[src/rtl/output_seq_monitor_pkg.sv]
// Shared types, widths and helpers for the output sequence monitor.
package output_seq_monitor_pkg;

  localparam int unsigned DATA_W   = 16;
  localparam int unsigned ADDR_W   = 16;
  localparam int unsigned CHAN_W   = 3;
  localparam int unsigned MAX_CHAN = 8;

  typedef enum logic [1:0] {
    MON_IDLE = 2'd0,
    MON_RUN  = 2'd1,
    MON_DONE = 2'd2
  } mon_state_e;

  // First-failure record captured once per run
  typedef struct packed {
    logic [CHAN_W-1:0] chan;
    logic [DATA_W-1:0] expected;
    logic [DATA_W-1:0] got;
    logic [DATA_W-1:0] cycle;
  } err_rec_t;

  // Increment that sticks at all-ones instead of wrapping
  function automatic logic [DATA_W-1:0] sat_inc(input logic [DATA_W-1:0] v);
    return (&v) ? v : v + DATA_W'(1);
  endfunction

endpackage

[src/rtl/output_seq_monitor_if.sv]
// CPU device-write bus as seen by the monitor (address, data, DI strobe).
interface output_seq_monitor_if;
  import output_seq_monitor_pkg::*;

  logic [ADDR_W-1:0] addr;
  logic [DATA_W-1:0] bus;
  logic              DI;

  modport master (output addr, output bus, output DI);
  modport slave  (input  addr, input  bus, input  DI);
endinterface

[src/rtl/output_seq_monitor_seq_chan.sv]
// One monitored channel: holds the next expected value and whether any output was seen.
module output_seq_monitor_seq_chan
  import output_seq_monitor_pkg::*;
#(
  parameter logic [DATA_W-1:0] START_VAL = 16'h0000,
  parameter logic [DATA_W-1:0] STEP      = 16'h0001
) (
  input  logic              clk,
  input  logic              reset_bar,
  input  logic              clear,
  input  logic              hit,
  input  logic [DATA_W-1:0] bus,
  output logic              mismatch_c,
  output logic [DATA_W-1:0] exp_val,
  output logic              seen
);

  // 4-state compare so X/Z on the bus counts as a mismatch in simulation
  assign mismatch_c = (bus !== exp_val);

  // Expectation advances on every sample, matched or not
  always_ff @(posedge clk or negedge reset_bar) begin
    if (!reset_bar) begin
      exp_val <= '0;
      seen    <= 1'b0;
    end else if (clear) begin
      exp_val <= START_VAL;
      seen    <= 1'b0;
    end else if (hit) begin
      exp_val <= exp_val + STEP;
      seen    <= 1'b1;
    end
  end

endmodule

[src/rtl/output_seq_monitor.sv]
// Multi-channel output sequence checker: bounded run, totals and first-failure capture.
module output_seq_monitor
  import output_seq_monitor_pkg::*;
#(
  parameter int unsigned       NCHAN      = 4,
  parameter logic [ADDR_W-1:0] BASE_ADDR  = 16'h0000,
  parameter logic [DATA_W-1:0] START_VAL  = 16'h0000,
  parameter logic [DATA_W-1:0] STEP       = 16'h0001,
  parameter int unsigned       MAX_CYCLES = 3000
) (
  input  logic                 clk,
  input  logic                 reset_bar,
  input  logic                 start,
  output_seq_monitor_if.slave  cpu,
  output logic                 running,
  output logic                 done,
  output logic                 pass,
  output logic [DATA_W-1:0]    out_count,
  output logic [DATA_W-1:0]    error_count,
  output logic [CHAN_W-1:0]    err_chan,
  output logic [DATA_W-1:0]    err_expected,
  output logic [DATA_W-1:0]    err_got,
  output logic [DATA_W-1:0]    err_cycle
);

  mon_state_e        state_q, state_d;
  logic [DATA_W-1:0] cycle_q;
  logic [ADDR_W-1:0] off_c;
  logic              in_win_c, sample_c, mism_c, last_c;
  logic [NCHAN-1:0]  hit_c, chan_mism_c, seen;
  logic [DATA_W-1:0] exp_arr [NCHAN];
  logic [DATA_W-1:0] out_d, err_d;
  err_rec_t          rec_c;

  // Window test via offset; valid while BASE_ADDR+NCHAN does not wrap 16 bits
  assign off_c    = cpu.addr - BASE_ADDR;
  assign in_win_c = (off_c < ADDR_W'(NCHAN));
  assign sample_c = (state_q == MON_RUN) && !start && cpu.DI && in_win_c;
  assign last_c   = (cycle_q == DATA_W'(MAX_CYCLES - 1));

  for (genvar c = 0; c < NCHAN; c++) begin : g_chan
    assign hit_c[c] = sample_c && (off_c == ADDR_W'(c));

    output_seq_monitor_seq_chan #(
      .START_VAL (START_VAL),
      .STEP      (STEP)
    ) u_chan (
      .clk        (clk),
      .reset_bar  (reset_bar),
      .clear      (start),
      .hit        (hit_c[c]),
      .bus        (cpu.bus),
      .mismatch_c (chan_mism_c[c]),
      .exp_val    (exp_arr[c]),
      .seen       (seen[c])
    );
  end

  // Candidate failure record for the channel sampled this cycle
  always_comb begin
    rec_c       = '0;
    rec_c.got   = cpu.bus;
    rec_c.cycle = cycle_q;
    for (int unsigned c = 0; c < NCHAN; c++) begin
      if (hit_c[c]) begin
        rec_c.chan     = CHAN_W'(c);
        rec_c.expected = exp_arr[c];
      end
    end
    mism_c = |(hit_c & chan_mism_c);
  end

  // Next state and next totals
  always_comb begin
    state_d = state_q;
    out_d   = out_count;
    err_d   = error_count;
    case (state_q)
      MON_IDLE: if (start) state_d = MON_RUN;
      MON_RUN: begin
        if (start)       state_d = MON_RUN;
        else if (last_c) state_d = MON_DONE;
      end
      MON_DONE: if (start) state_d = MON_RUN;
      default:  state_d = MON_IDLE;
    endcase
    if (sample_c)           out_d = sat_inc(out_count);
    if (sample_c && mism_c) err_d = sat_inc(error_count);
  end

  // State, cycle counter, totals and first-failure capture
  always_ff @(posedge clk or negedge reset_bar) begin
    if (!reset_bar) begin
      state_q      <= MON_IDLE;
      cycle_q      <= '0;
      running      <= 1'b0;
      done         <= 1'b0;
      pass         <= 1'b0;
      out_count    <= '0;
      error_count  <= '0;
      err_chan     <= '0;
      err_expected <= '0;
      err_got      <= '0;
      err_cycle    <= '0;
    end else if (start) begin
      state_q      <= state_d;
      cycle_q      <= '0;
      running      <= 1'b1;
      done         <= 1'b0;
      pass         <= 1'b0;
      out_count    <= '0;
      error_count  <= '0;
      err_chan     <= '0;
      err_expected <= '0;
      err_got      <= '0;
      err_cycle    <= '0;
    end else if (state_q == MON_RUN) begin
      state_q     <= state_d;
      cycle_q     <= cycle_q + DATA_W'(1);
      out_count   <= out_d;
      error_count <= err_d;
      running     <= (state_d == MON_RUN);
      done        <= (state_d == MON_DONE);
      pass        <= (state_d == MON_DONE) && (err_d == '0) && (&(seen | hit_c));
      if (sample_c && mism_c && (error_count == '0)) begin
        err_chan     <= rec_c.chan;
        err_expected <= rec_c.expected;
        err_got      <= rec_c.got;
        err_cycle    <= rec_c.cycle;
      end
    end
  end

endmodule

[src/flat_wrapper.sv]
// flat-port wrapper written by rule: the top's interface ports become plain ports
module output_seq_monitor_flat import output_seq_monitor_pkg::*;
#(
  parameter int unsigned       NCHAN      = 4,
  parameter logic [ADDR_W-1:0] BASE_ADDR  = 16'h0000,
  parameter logic [DATA_W-1:0] START_VAL  = 16'h0000,
  parameter logic [DATA_W-1:0] STEP       = 16'h0001,
  parameter int unsigned       MAX_CYCLES = 3000
)
  (clk, reset_bar, start, running, done, pass, out_count, error_count, err_chan, err_expected, err_got, err_cycle, cpu_addr, cpu_bus, cpu_DI);
  output_seq_monitor_if cpu_i ();
  input  logic clk;
  input  logic reset_bar;
  input  logic start;
  output logic running;
  output logic done;
  output logic pass;
  output logic [DATA_W-1:0] out_count;
  output logic [DATA_W-1:0] error_count;
  output logic [CHAN_W-1:0] err_chan;
  output logic [DATA_W-1:0] err_expected;
  output logic [DATA_W-1:0] err_got;
  output logic [DATA_W-1:0] err_cycle;
  input wire logic [$bits(cpu_i.addr)-1:0] cpu_addr;
  input wire logic [$bits(cpu_i.bus)-1:0] cpu_bus;
  input wire logic [$bits(cpu_i.DI)-1:0] cpu_DI;
  assign cpu_i.addr = cpu_addr;
  assign cpu_i.bus = cpu_bus;
  assign cpu_i.DI = cpu_DI;
  output_seq_monitor #(.NCHAN(NCHAN), .BASE_ADDR(BASE_ADDR), .START_VAL(START_VAL), .STEP(STEP), .MAX_CYCLES(MAX_CYCLES)) u_core (.clk(clk), .reset_bar(reset_bar), .start(start), .cpu(cpu_i), .running(running), .done(done), .pass(pass), .out_count(out_count), .error_count(error_count), .err_chan(err_chan), .err_expected(err_expected), .err_got(err_got), .err_cycle(err_cycle));
endmodule
[config.mk]
export PLATFORM = sky130hd
export DESIGN_NAME = output_seq_monitor_flat
export DESIGN_NICKNAME = d
export VERILOG_FILES = /design/src/rtl/output_seq_monitor_pkg.sv /design/src/rtl/output_seq_monitor_if.sv /design/src/rtl/output_seq_monitor_seq_chan.sv /design/src/rtl/output_seq_monitor.sv /design/src/flat_wrapper.sv
export SDC_FILE = /design/constraint.sdc
export NUM_CORES = 1
export LEC_CHECK = 0
export ABC_AREA = 1
export ABC_CLOCK_PERIOD_IN_PS = 2400
export BUFFER_PORTS_ARGS = -buffer_cell sky130_fd_sc_hd__buf_2
export CORE_UTILIZATION = 40
export CTS_CLUSTER_DIAMETER = 100
export DETAILED_ROUTE_END_ITERATION = 10
export SLEW_MARGIN = 20
export SYNTH_ARGS = -nofsm -noshare
export SYNTH_HDL_FRONTEND = slang
export SYNTH_SLANG_ARGS = --single-unit
[constraint.sdc]
create_clock -name clk -period 2.4 [get_ports clk]
set_input_delay 0.24 -clock clk [delete_from_list [all_inputs] [get_ports clk]]
set_output_delay 0.24 -clock clk [all_outputs]
set_load 0.02 [all_outputs]
==> impl_metrics.csv <==
group,metric,value,unit
routing,vias,10317,
worst_hold_path,min_path_cells,3,
timing,relSlewSlack,0.5109,
clock_tree,cts_root_buf,"clkbuf_16",
floorplanning,ios,122,
global_route,grt.total_usage,0.2684,
clock_tree,cts_sinks,171,
floorplanning,fp.dieH,162.3,microns
placement,gp_congestion,0.9919,
placement,dp_hpwl,25.82,mm
power,power.density,501.5,nW/um^2
power,combPwrFrac,0.062,
routing,first_pass_iters,5,
critical_path,worstPathMaxFanout,4,
clock_tree,cts_max_level,4,
routing,postRouteWirelength,34.33,mm
synth,synth_cell_type_count,44,
timing,hold_violations,0,
critical_path,path_class,"reg2reg",
synth,syn_nets,1465,
global_route,first_global_vias,9803,
clock_tree,cts_made_buffers,17,
power,pwr-share-seq,0.467,
critical_path,cp-end-kind,"flip-flop",
timing,tightest_slew,0.7336,ns
power,power_switching,0.001681,W
synth,synthCells,1421,
critical_path,worstPathArrival,2.67,ns
floorplanning,rows,58,
worst_hold_path,hold_path_class,"in2reg",
routing,drc,0,
synth,netlist_area,10280,sq um
run,drv_cap,0,
final_layout,area_delta_synth_final,19.80,%
routing,drtAntennaViolNets,0,
synth,syn_area_per_cell,7.236,sq um
power,p_leak,5.844,nW
timing,rsz0062_at_grt,"yes",
floorplanning,design.core.area,25180,sq um
power,p_sw_frac,0.2721,
clock_tree,cts_setup_buffers,0,
final_layout,fin_util,0.4892,
clock_tree,cts_buffer_depth,2,
final_layout,diodes,0,
timing,setup_viol,0,
timing,maxSlewViolCount,0,
global_route,gr-total-overflow,0,
final_layout,drive_above_1_share,0.1949,
critical_path,reg2reg_depth,13,
synth,ys_ff_latch,171,
synth,synth_edf_count,0,
floorplanning,die_area,26350,sq um
final_layout,fin_nets,1632,
critical_path,required,2.77,ns
routing,drt_iter0_drc,1021,
power,clockPowerShare,0.471,
critical_path,r2r_setup_slack,0.09,ns
timing,finClkSkew,0.01867,ns
clock_tree,clk_pin_slew,0.08,ns
synth,ys.flop_type,"dfrtp_1",
timing,fin_tns_setup,0,ns
placement,io_buffer_count,120,
power,ir_worst_vdd,0.3201,mV
routing,wl_per_cell,17.78,microns
synth,synth_warnings,0,
status,status,"finished, final reports clean",
floorplanning,start_util,0.4083,
floorplanning,die_w,162.3,microns
clock_tree,cts_tree,"yes",
placement,post_dp_cell_area,11640,sq um
power,p_int,0.004497,W
timing,clock.fmax,0.4337,GHz
power,total_power,0.006178,W
final_layout,postLayoutCellArea,12320,sq um
timing,period_share,0.9607,
timing,fin_crit,2.306,ns
synth,ys_seq_area_frac,0.4162,
global_route,antenna_found_initial,1,
routing,via_per_inst,5.343,
critical_path,worstSetupStartpointType,"flip-flop",
global_route,grt_pass1_wl,54.20,mm
clock_tree,clock_latency,0.45,ns
global_route,grt_max_degree,60,
synth,synthArstFlopShare,1.000,
-- worst max-delay path: stages (launching register included) --
cell	delay [ns]
dfrtp_1	0.41
nor2_4	0.16
nand2_2	0.10
nor2_1	0.14
nand4_2	0.15
nor2_1	0.35
nand4_1	0.19
inv_1	0.15
nand4_1	0.11
nor2_1	0.16
nand2_1	0.11
nand2_1	0.07
nand2_1	0.04
nor2_1	0.10
-- synth_stat cells (2+ instances only) --
cell type | instances | area share
o22ai_1 | 14 | 0.0085
clkbuf_1 | 22 | 0.0080
nand2_1 | 369 | 0.13
nand2_4 | 3 | 0.0033
nor2_4 | 10 | 0.011
buf_2 | 8 | 0.0039
ha_1 | 8 | 0.0097
nand2_2 | 12 | 0.0073
buf_6 | 4 | 0.0044
a211oi_1 | 5 | 0.0037
nor4_1 | 27 | 0.016
inv_2 | 35 | 0.013
a22o_1 | 16 | 0.014
clkbuf_2 | 2 | 0.00097
o21ai_1 | 7 | 0.0034
nor3_2 | 4 | 0.0039
o21a_1 | 6 | 0.0044
inv_1 | 141 | 0.051
nor2_2 | 10 | 0.0061
nand4_1 | 41 | 0.025
nor2_1 | 145 | 0.053
and3_1 | 2 | 0.0012
xor2_1 | 42 | 0.036
nor3b_1 | 2 | 0.0015
inv_4 | 2 | 0.0012
nor3_1 | 54 | 0.026
a21oi_1 | 75 | 0.037
nand3_1 | 47 | 0.023
o21ai_0 | 122 | 0.059
dfrtp_1 | 171 | 0.42
nand3_4 | 2 | 0.0034
-- stage by stage --
step	hold WS (ns)	cells	worst slack (ns)
2_1_floorplan	-0.05559	1421	0.3338
3_3_place_gp	0.2078	1898	0.1084
3_5_place_dp	0.2066	1898	0.1015
4_1_cts	0.1068	1931	0.09118
5_1_grt	0.1462	1931	-0.09490
6_report	0.1191	1931	0.09433
-- timing repair --
| item | CTS | global route |
|---|---|---|
| hold buffers | 1 | 0 |
| setup endpoints to repair | 0 | 12 |
| hold endpoints to repair | 39 | 0 |
| resized for setup | 0 | 16 |
-- power by group through the flow --
stage	Combinational (W)	Sequential, W	Clock, W
floorplan	0.000166	0.00294	0
global placement	0.000377	0.00294	0
detailed placement	0.000379	0.00294	0
CTS	0.000381	0.00289	0.00295
global route	0.000421	0.00289	0.00306
finish	0.000381	0.00289	0.00291
-- metal layers --
layer  vias up  track usage  routed length, microns
met3        61      0.03616                    2372
li1       4985            -                       -
met5         -            0                      10
met2       367       0.4017                   14850
met4         2       0.1012                     965
met1      4902       0.3914                   16130
-- cells in the final DEF, fill, tap and decap left out, types with 5 or more instances in the layout --
| cell | count |
|---|---|
| o22ai_1 | 14 |
| nand2_2 | 11 |
| nor2_4 | 10 |
| dfrtp_2 | 5 |
| a22o_1 | 16 |
| nand4_1 | 41 |
| o21a_1 | 6 |
| inv_2 | 35 |
| buf_2 | 119 |
| xor2_1 | 42 |
| nand3_1 | 47 |
| a211oi_1 | 5 |
| ha_1 | 8 |
| nor3_2 | 5 |
| o21ai_1 | 9 |
| clkbuf_16 | 17 |
| nand2_1 | 369 |
| nor2_1 | 141 |
| buf_4 | 62 |
| o21ai_0 | 120 |
| nor3_1 | 53 |
| inv_1 | 140 |
| clkinv_8 | 5 |
| a21oi_1 | 74 |
| nor4_1 | 26 |
| dfrtp_1 | 166 |
| nor2_2 | 14 |
-- cells by family (layout without fill, tap and decap cells) --
logic type / after synthesis / in the layout / synth area share
AO/OA/AOI/OAI: 251 / 251 / 0.1343
XOR/XNOR: 42 / 42 / 0.03577
adder cells (fa/ha/maj): 8 / 8 / 0.009735
buffers and inverters: 218 / 398 / 0.08567
flip-flops: 171 / 171 / 0.4162
other: 1 / 1 / 0.0003647
AND/OR/NAND/NOR: 730 / 730 / 0.3180
-- final timing paths --
kind,to,startpoint
hold reg to reg,u_core.err_cycle[9],u_core.err_cycle[9]
hold / removal,u_core.err_chan[0],cpu_addr[0]
setup / recovery,u_core.g_chan[2].u_chan.exp_val[10],u_core.state_q[1]
max in group asynchronous,u_core.g_chan[1].u_chan.exp_val[5],reset_bar
min in group asynchronous,u_core.err_cycle[6],reset_bar
setup reg to reg,u_core.g_chan[2].u_chan.exp_val[10],u_core.state_q[1]
-- flip-flops by register name, indices dropped and copies added (netlist names) --
signal	flops
u_core.g_chan.u_chan.seen	4
u_core.cycle_q	16
u_core.err_chan	2
u_core.running	1
u_core.err_cycle	16
u_core.err_got	16
u_core.out_count	16
u_core.error_count	16
u_core.done	1
u_core.state_q	2
u_core.err_expected	16
u_core.g_chan.u_chan.exp_val	64
u_core.pass	1
-- area by class of cell --
| cell class | count | area, sq um |
|---|---|---|
| fillers | 2560 | 12860 |
| multi-input cells | 1032 | 5152 |
| flip-flops and latches | 171 | 4285 |
| repair buffers | 187 | 1162 |
| inverters | 179 | 680.7 |
| clock buffers | 17 | 425.4 |
| well taps | 330 | 412.9 |
| clock inverters | 15 | 198.9 |
Note: power is estimated with default switching activity, not from simulation.
